`config.mk`:
```
export PLATFORM = sky130hd
export DESIGN_NAME = volt_seg_disp
export DESIGN_NICKNAME = d
export VERILOG_FILES = /design/src/rtl/volt_seg_disp.sv
export SDC_FILE = /design/constraint.sdc
export NUM_CORES = 1
export LEC_CHECK = 0
export BUFFER_PORTS_ARGS = -buffer_cell sky130_fd_sc_hd__buf_4
export CAP_MARGIN = 0
export CORE_MARGIN = 10
export CORE_UTILIZATION = 25
export CTS_BUF_LIST = sky130_fd_sc_hd__clkbuf_4
export DETAILED_ROUTE_END_ITERATION = 12
export GPL_TIMING_DRIVEN = 1
export SLEW_MARGIN = 20
export SYNTH_ARGS = -nofsm -noshare
export SYNTH_HDL_FRONTEND = slang
export SYNTH_SLANG_ARGS = --single-unit
```
`constraint.sdc`:
```
create_clock -name sys_clk -period 3.85 [get_ports sys_clk]
set_input_delay 0.1925 -clock sys_clk [delete_from_list [all_inputs] [get_ports sys_clk]]
set_output_delay 0.1925 -clock sys_clk [all_outputs]
set_load 0.01 [all_outputs]
```
`src/rtl/volt_seg_disp.sv`:
```
// Six-digit seven-segment voltmeter display: latches the ADC reading periodically, converts it
// to BCD with a serial double-dabble, and scans it out as "-XX.XXX" on a common-anode display.
module volt_seg_disp #(
   parameter int unsigned CNT_SCAN_MAX = 49999,
   parameter int unsigned CNT_UPD_MAX  = 24999999
) (
   input  logic        sys_clk,
   input  logic        sys_rst_n,
   input  logic [15:0] volt,
   input  logic        sign,
   output logic [5:0]  sel,
   output logic [7:0]  seg
);

   localparam int unsigned UPD_W  = $clog2(CNT_UPD_MAX + 1);
   localparam int unsigned SCAN_W = $clog2(CNT_SCAN_MAX + 1);

   typedef enum logic {IDLE, CONV} state_t;

   state_t              state_q, state_d;
   logic [UPD_W-1:0]    upd_cnt_q, upd_cnt_d;
   logic [SCAN_W-1:0]   scan_cnt_q, scan_cnt_d;
   logic [2:0]          idx_q, idx_d;
   logic [15:0]         bin_q, bin_d;
   logic                sign_lat_q, sign_lat_d;
   logic [19:0]         bcd_q, bcd_d;
   logic [3:0]          step_q, step_d;
   logic [19:0]         dsp_bcd_q, dsp_bcd_d;
   logic                dsp_sign_q, dsp_sign_d;
   logic [5:0]          sel_q, sel_d;
   logic [7:0]          seg_q, seg_d;
   logic [19:0]         adj;
   logic                tick;

   function automatic logic [7:0] seg7(input logic [3:0] d);
      logic [7:0] p;
      case (d)
         4'd0:    p = 8'hC0;
         4'd1:    p = 8'hF9;
         4'd2:    p = 8'hA4;
         4'd3:    p = 8'hB0;
         4'd4:    p = 8'h99;
         4'd5:    p = 8'h92;
         4'd6:    p = 8'h82;
         4'd7:    p = 8'hF8;
         4'd8:    p = 8'h80;
         4'd9:    p = 8'h90;
         default: p = 8'hFF;
      endcase
      return p;
   endfunction

   assign tick = (upd_cnt_q == UPD_W'(CNT_UPD_MAX));

   always_comb begin
      state_d    = state_q;
      upd_cnt_d  = tick ? '0 : upd_cnt_q + UPD_W'(1);
      scan_cnt_d = scan_cnt_q;
      idx_d      = idx_q;
      bin_d      = bin_q;
      sign_lat_d = sign_lat_q;
      bcd_d      = bcd_q;
      step_d     = step_q;
      dsp_bcd_d  = dsp_bcd_q;
      dsp_sign_d = dsp_sign_q;
      adj        = bcd_q;

      case (state_q)
         IDLE: begin
            if (tick) begin
               bin_d      = volt;
               sign_lat_d = sign;
               bcd_d      = '0;
               step_d     = '0;
               state_d    = CONV;
            end
         end
         CONV: begin
            for (int unsigned i = 0; i < 5; i++) begin
               if (adj[4*i +: 4] >= 4'd5) adj[4*i +: 4] = adj[4*i +: 4] + 4'd3;
            end
            {bcd_d, bin_d} = {adj[18:0], bin_q, 1'b0};
            step_d = step_q + 4'd1;
            if (step_q == 4'd15) begin
               dsp_bcd_d  = {adj[18:0], bin_q[15]};
               dsp_sign_d = sign_lat_q;
               state_d    = IDLE;
            end
         end
         default: state_d = IDLE;
      endcase

      if (scan_cnt_q == SCAN_W'(CNT_SCAN_MAX)) begin
         scan_cnt_d = '0;
         idx_d      = (idx_q == 3'd5) ? 3'd0 : idx_q + 3'd1;
      end else begin
         scan_cnt_d = scan_cnt_q + SCAN_W'(1);
      end

      // Pattern is built from the next-cycle digit and display contents so seg never lags sel
      sel_d = 6'b000001 << idx_d;
      case (idx_d)
         3'd0:    seg_d = seg7(dsp_bcd_d[3:0]);
         3'd1:    seg_d = seg7(dsp_bcd_d[7:4]);
         3'd2:    seg_d = seg7(dsp_bcd_d[11:8]);
         3'd3:    seg_d = seg7(dsp_bcd_d[15:12]) & 8'h7F;
         3'd4:    seg_d = (dsp_bcd_d[19:16] == 4'd0) ? 8'hFF : seg7(dsp_bcd_d[19:16]);
         3'd5:    seg_d = (dsp_sign_d && (dsp_bcd_d != '0)) ? 8'hBF : 8'hFF;
         default: seg_d = 8'hFF;
      endcase
   end

   always_ff @(posedge sys_clk or negedge sys_rst_n) begin
      if (!sys_rst_n) begin
         state_q    <= IDLE;
         upd_cnt_q  <= '0;
         scan_cnt_q <= '0;
         idx_q      <= '0;
         bin_q      <= '0;
         sign_lat_q <= 1'b0;
         bcd_q      <= '0;
         step_q     <= '0;
         dsp_bcd_q  <= '0;
         dsp_sign_q <= 1'b0;
         sel_q      <= 6'b000001;
         seg_q      <= 8'hFF;
      end else begin
         state_q    <= state_d;
         upd_cnt_q  <= upd_cnt_d;
         scan_cnt_q <= scan_cnt_d;
         idx_q      <= idx_d;
         bin_q      <= bin_d;
         sign_lat_q <= sign_lat_d;
         bcd_q      <= bcd_d;
         step_q     <= step_d;
         dsp_bcd_q  <= dsp_bcd_d;
         dsp_sign_q <= dsp_sign_d;
         sel_q      <= sel_d;
         seg_q      <= seg_d;
      end
   end

   assign sel = sel_q;
   assign seg = seg_q;

endmodule

```
==> results.toml <==
[status]
status = "completed"

[yosys]
yosys.area_share.simple_pct = 20.2
syn_avg_cell_area_um2 = 9.23
syn_area_um2 = 7150
synth_top_family_by_area = "simple AND/OR/NAND/NOR gates"
synth_xor_area_share_pct = 4.76
netlist_instances = 775
synth-seq-cells = 121
ys_types = 76
muxShareOfSynthArea_pct = 3.48
ys_seq_area_share_pct = 42.5
synth_nets = 836
async_reset_ff_share_pct = 100
synth_edf_count = 0
ys.flop_type = "dfrtp_1"
synth-compound-area-share_pct = 17.1
yosys.area_share.adder_pct = 7.35
ys_warn_count = 0

[routing]
first_iter_violations = 396
vias = 5699
first_pass_iters = 6
vias_per_cell = 4.68
remaining_drc_errors = 0
ant_nets = 0
routedWlPerCell_um = 14.0
totalWireLength_um = 17000

[power]
sw_frac_of_total_pct = 26.0
p_per_area_nw_per_um2 = 289
p_switching_uw = 625
pwr-share-clk_pct = 44.7
power_frac_comb_pct = 2.3
ir_worst_vdd_v = 0.000163
p_leak_nw = 3.60
p_seq_share_pct = 53.0
internal_power_mw = 1.78

[cts]
hold_buffers = 18
cts.repair.resized = 0
cts_num_sinks = 121
cts_setup_buffers = 0
cts_max_path_buffers = 2
cts_made_buffers = 17
root_buffer = "clkbuf_4"
clkTransAtPathRegs_ns = 0.14
cts-htree-levels = 4
clock_latency_ns = 0.57
cts_tree = "yes"

[floorplanning]
io_pins = 33
die_h_um = 189
die_w_um = 189
dieArea_um2 = 35800
coreArea_um2 = 28000
initial_core_util_pct = 25.5
core.rowCount = 61

[placed_design]
port_buffers = 32
gp_congestion = 0.898
dp_hpwl_um = 12300

[timing]
slew_headroom_pct = 42.0
rsz0062_at_grt = "false"
holdWs_ns = 0.260
timing.fmax_mhz = 318
hold_violations = 0
setup_viol = 0
final.min_clock_period_ns = 3.15
clock_skew_ns = 0.0246
tightest_slew_ns = 0.869
finalCritPeriodShare_pct = 81.7
drv_slew = 0
finalSetupTns_ns = 0

[job]
cap_violations = 0

[cells_and_area]
syn_to_final_growth_pct = 16.2
num-nets-final = 886
drive_above_1_share_pct = 15.3
final_cell_mix = "dfrtp_1 (111), nand2_1 (105), o21ai_0 (64)"
final_common_cell = "dfrtp_1"

[setup_path]
rrSetupSlack_ns = 0.70
reg2reg_depth = 11
arrival_ns = 3.63
crit_path_start_kind = "flip-flop"
cp_max_fo = 7
required_ns = 4.34
path_class = "reg -> reg"
endpoint_kind = "flip-flop"

[grt]
grt_overflow = 0
grt_max_degree = 66
grt.total_usage_pct = 9.62
grt_antenna_before_repair = 1
grt_pass1_wl_um = 28400
first_global_vias = 5625

[min_path]
hold_class = "in -> async"
## per-stage QoR
step | setup WS, ns | util (%) | area (um^2) | power, mW | instances
after floorplan | 1.15 | - | 7150 | 1.30 | 775
after global placement | 0.753 | 27.8 | 7790 | 1.34 | 1166
after detailed placement | 0.774 | 27.8 | 7790 | 1.34 | 1166
after CTS | 0.701 | 29.6 | 8300 | 2.44 | 1216
after global routing | 0.455 | 29.7 | 8310 | 2.51 | 1217
final | 0.704 | 29.7 | 8310 | 2.40 | 1217
## synthesized netlist by cell type, types with 7 or more instances
| cell | count | area, um^2 |
|---|---|---|
| nor3_1 | 14 | 70.1 |
| buf_2 | 9 | 45.0 |
| nand3_1 | 25 | 125 |
| a21oi_1 | 36 | 180 |
| dfstp_2 | 9 | 236 |
| and3_1 | 13 | 81.3 |
| clkbuf_1 | 13 | 48.8 |
| o31ai_1 | 11 | 82.6 |
| and2_1 | 9 | 56.3 |
| nand4_1 | 8 | 50.1 |
| a31oi_1 | 7 | 43.8 |
| inv_1 | 40 | 150 |
| nor2_1 | 61 | 229 |
| o21ai_0 | 64 | 320 |
| mux2i_1 | 20 | 200 |
| nand2b_1 | 14 | 87.6 |
| or3_1 | 8 | 50.1 |
| xnor2_1 | 16 | 140 |
| ha_1 | 42 | 526 |
| dfrtp_1 | 112 | 2800 |
| a31o_2 | 9 | 78.8 |
| xor2_1 | 21 | 184 |
| nand2_1 | 105 | 394 |
## worst paths after layout
check | startpoint | to
min reg2reg | scan_cnt_q[0] | scan_cnt_q[0]
max in group asynchronous | sys_rst_n | upd_cnt_q[11]
min in group sys_clk | volt[0] | bin_q[0]
max reg2reg | bcd_q[0] | seg[0]
min | sys_rst_n | idx_q[1]
max | bcd_q[0] | seg[0]
## critical path, cell delays in order (launching register included)
cell,delay (ns)
dfrtp_1,0.48
inv_1,0.11
ha_1,0.25
nor2b_1,0.17
or3_1,0.32
a31oi_1,0.52
inv_1,0.22
ha_1,0.28
mux2i_1,0.15
nand2_1,0.08
a222oi_1,0.36
nand3_1,0.11
## power by group through the flow
stage	clock, mW	sequential (mW)	combinational [mW]
after floorplan	0	1.30	0.000389
after global placement	0	1.30	0.0447
after detailed placement	0	1.30	0.0443
after CTS	1.11	1.27	0.0591
after global routing	1.17	1.27	0.0646
final	1.07	1.27	0.0562
## layer usage
metal | global-route usage [%] | part of all wire (%)
met2 | 16.3 | 49
met5 | 0 | 0
met1 | 11.6 | 46
met3 | 2.28 | 3.8
met4 | 3.66 | 1.8
## registers in the layout, indices dropped and copies added, names as in the netlist, 3 cells and up
register and count:
upd_cnt_q 25, bcd_q 20, dsp_bcd_q 20, bin_q 16, scan_cnt_q 16, seg 8, sel 6, step_q 4
idx_q 3
## cells by family after synthesis
family,count (synthesis)
AOI/OAI and AO/OA,183
xor gates and xnor gates,38
and+or+nand+nor,293
muxes,24
adders and majority gates,42
DFF,121
buffers and inverters,74
## area by class of cell
class	instances	area, um^2
clock buffer	17	128
clock inverter	15	203
antenna	1	2.50
timing repair buffer	62	510
fill	2932	19700
tap	378	473
inverter	43	161
sequential	121	3040
multi-input combinational	580	3790
(Power assumes the default switching activity.)
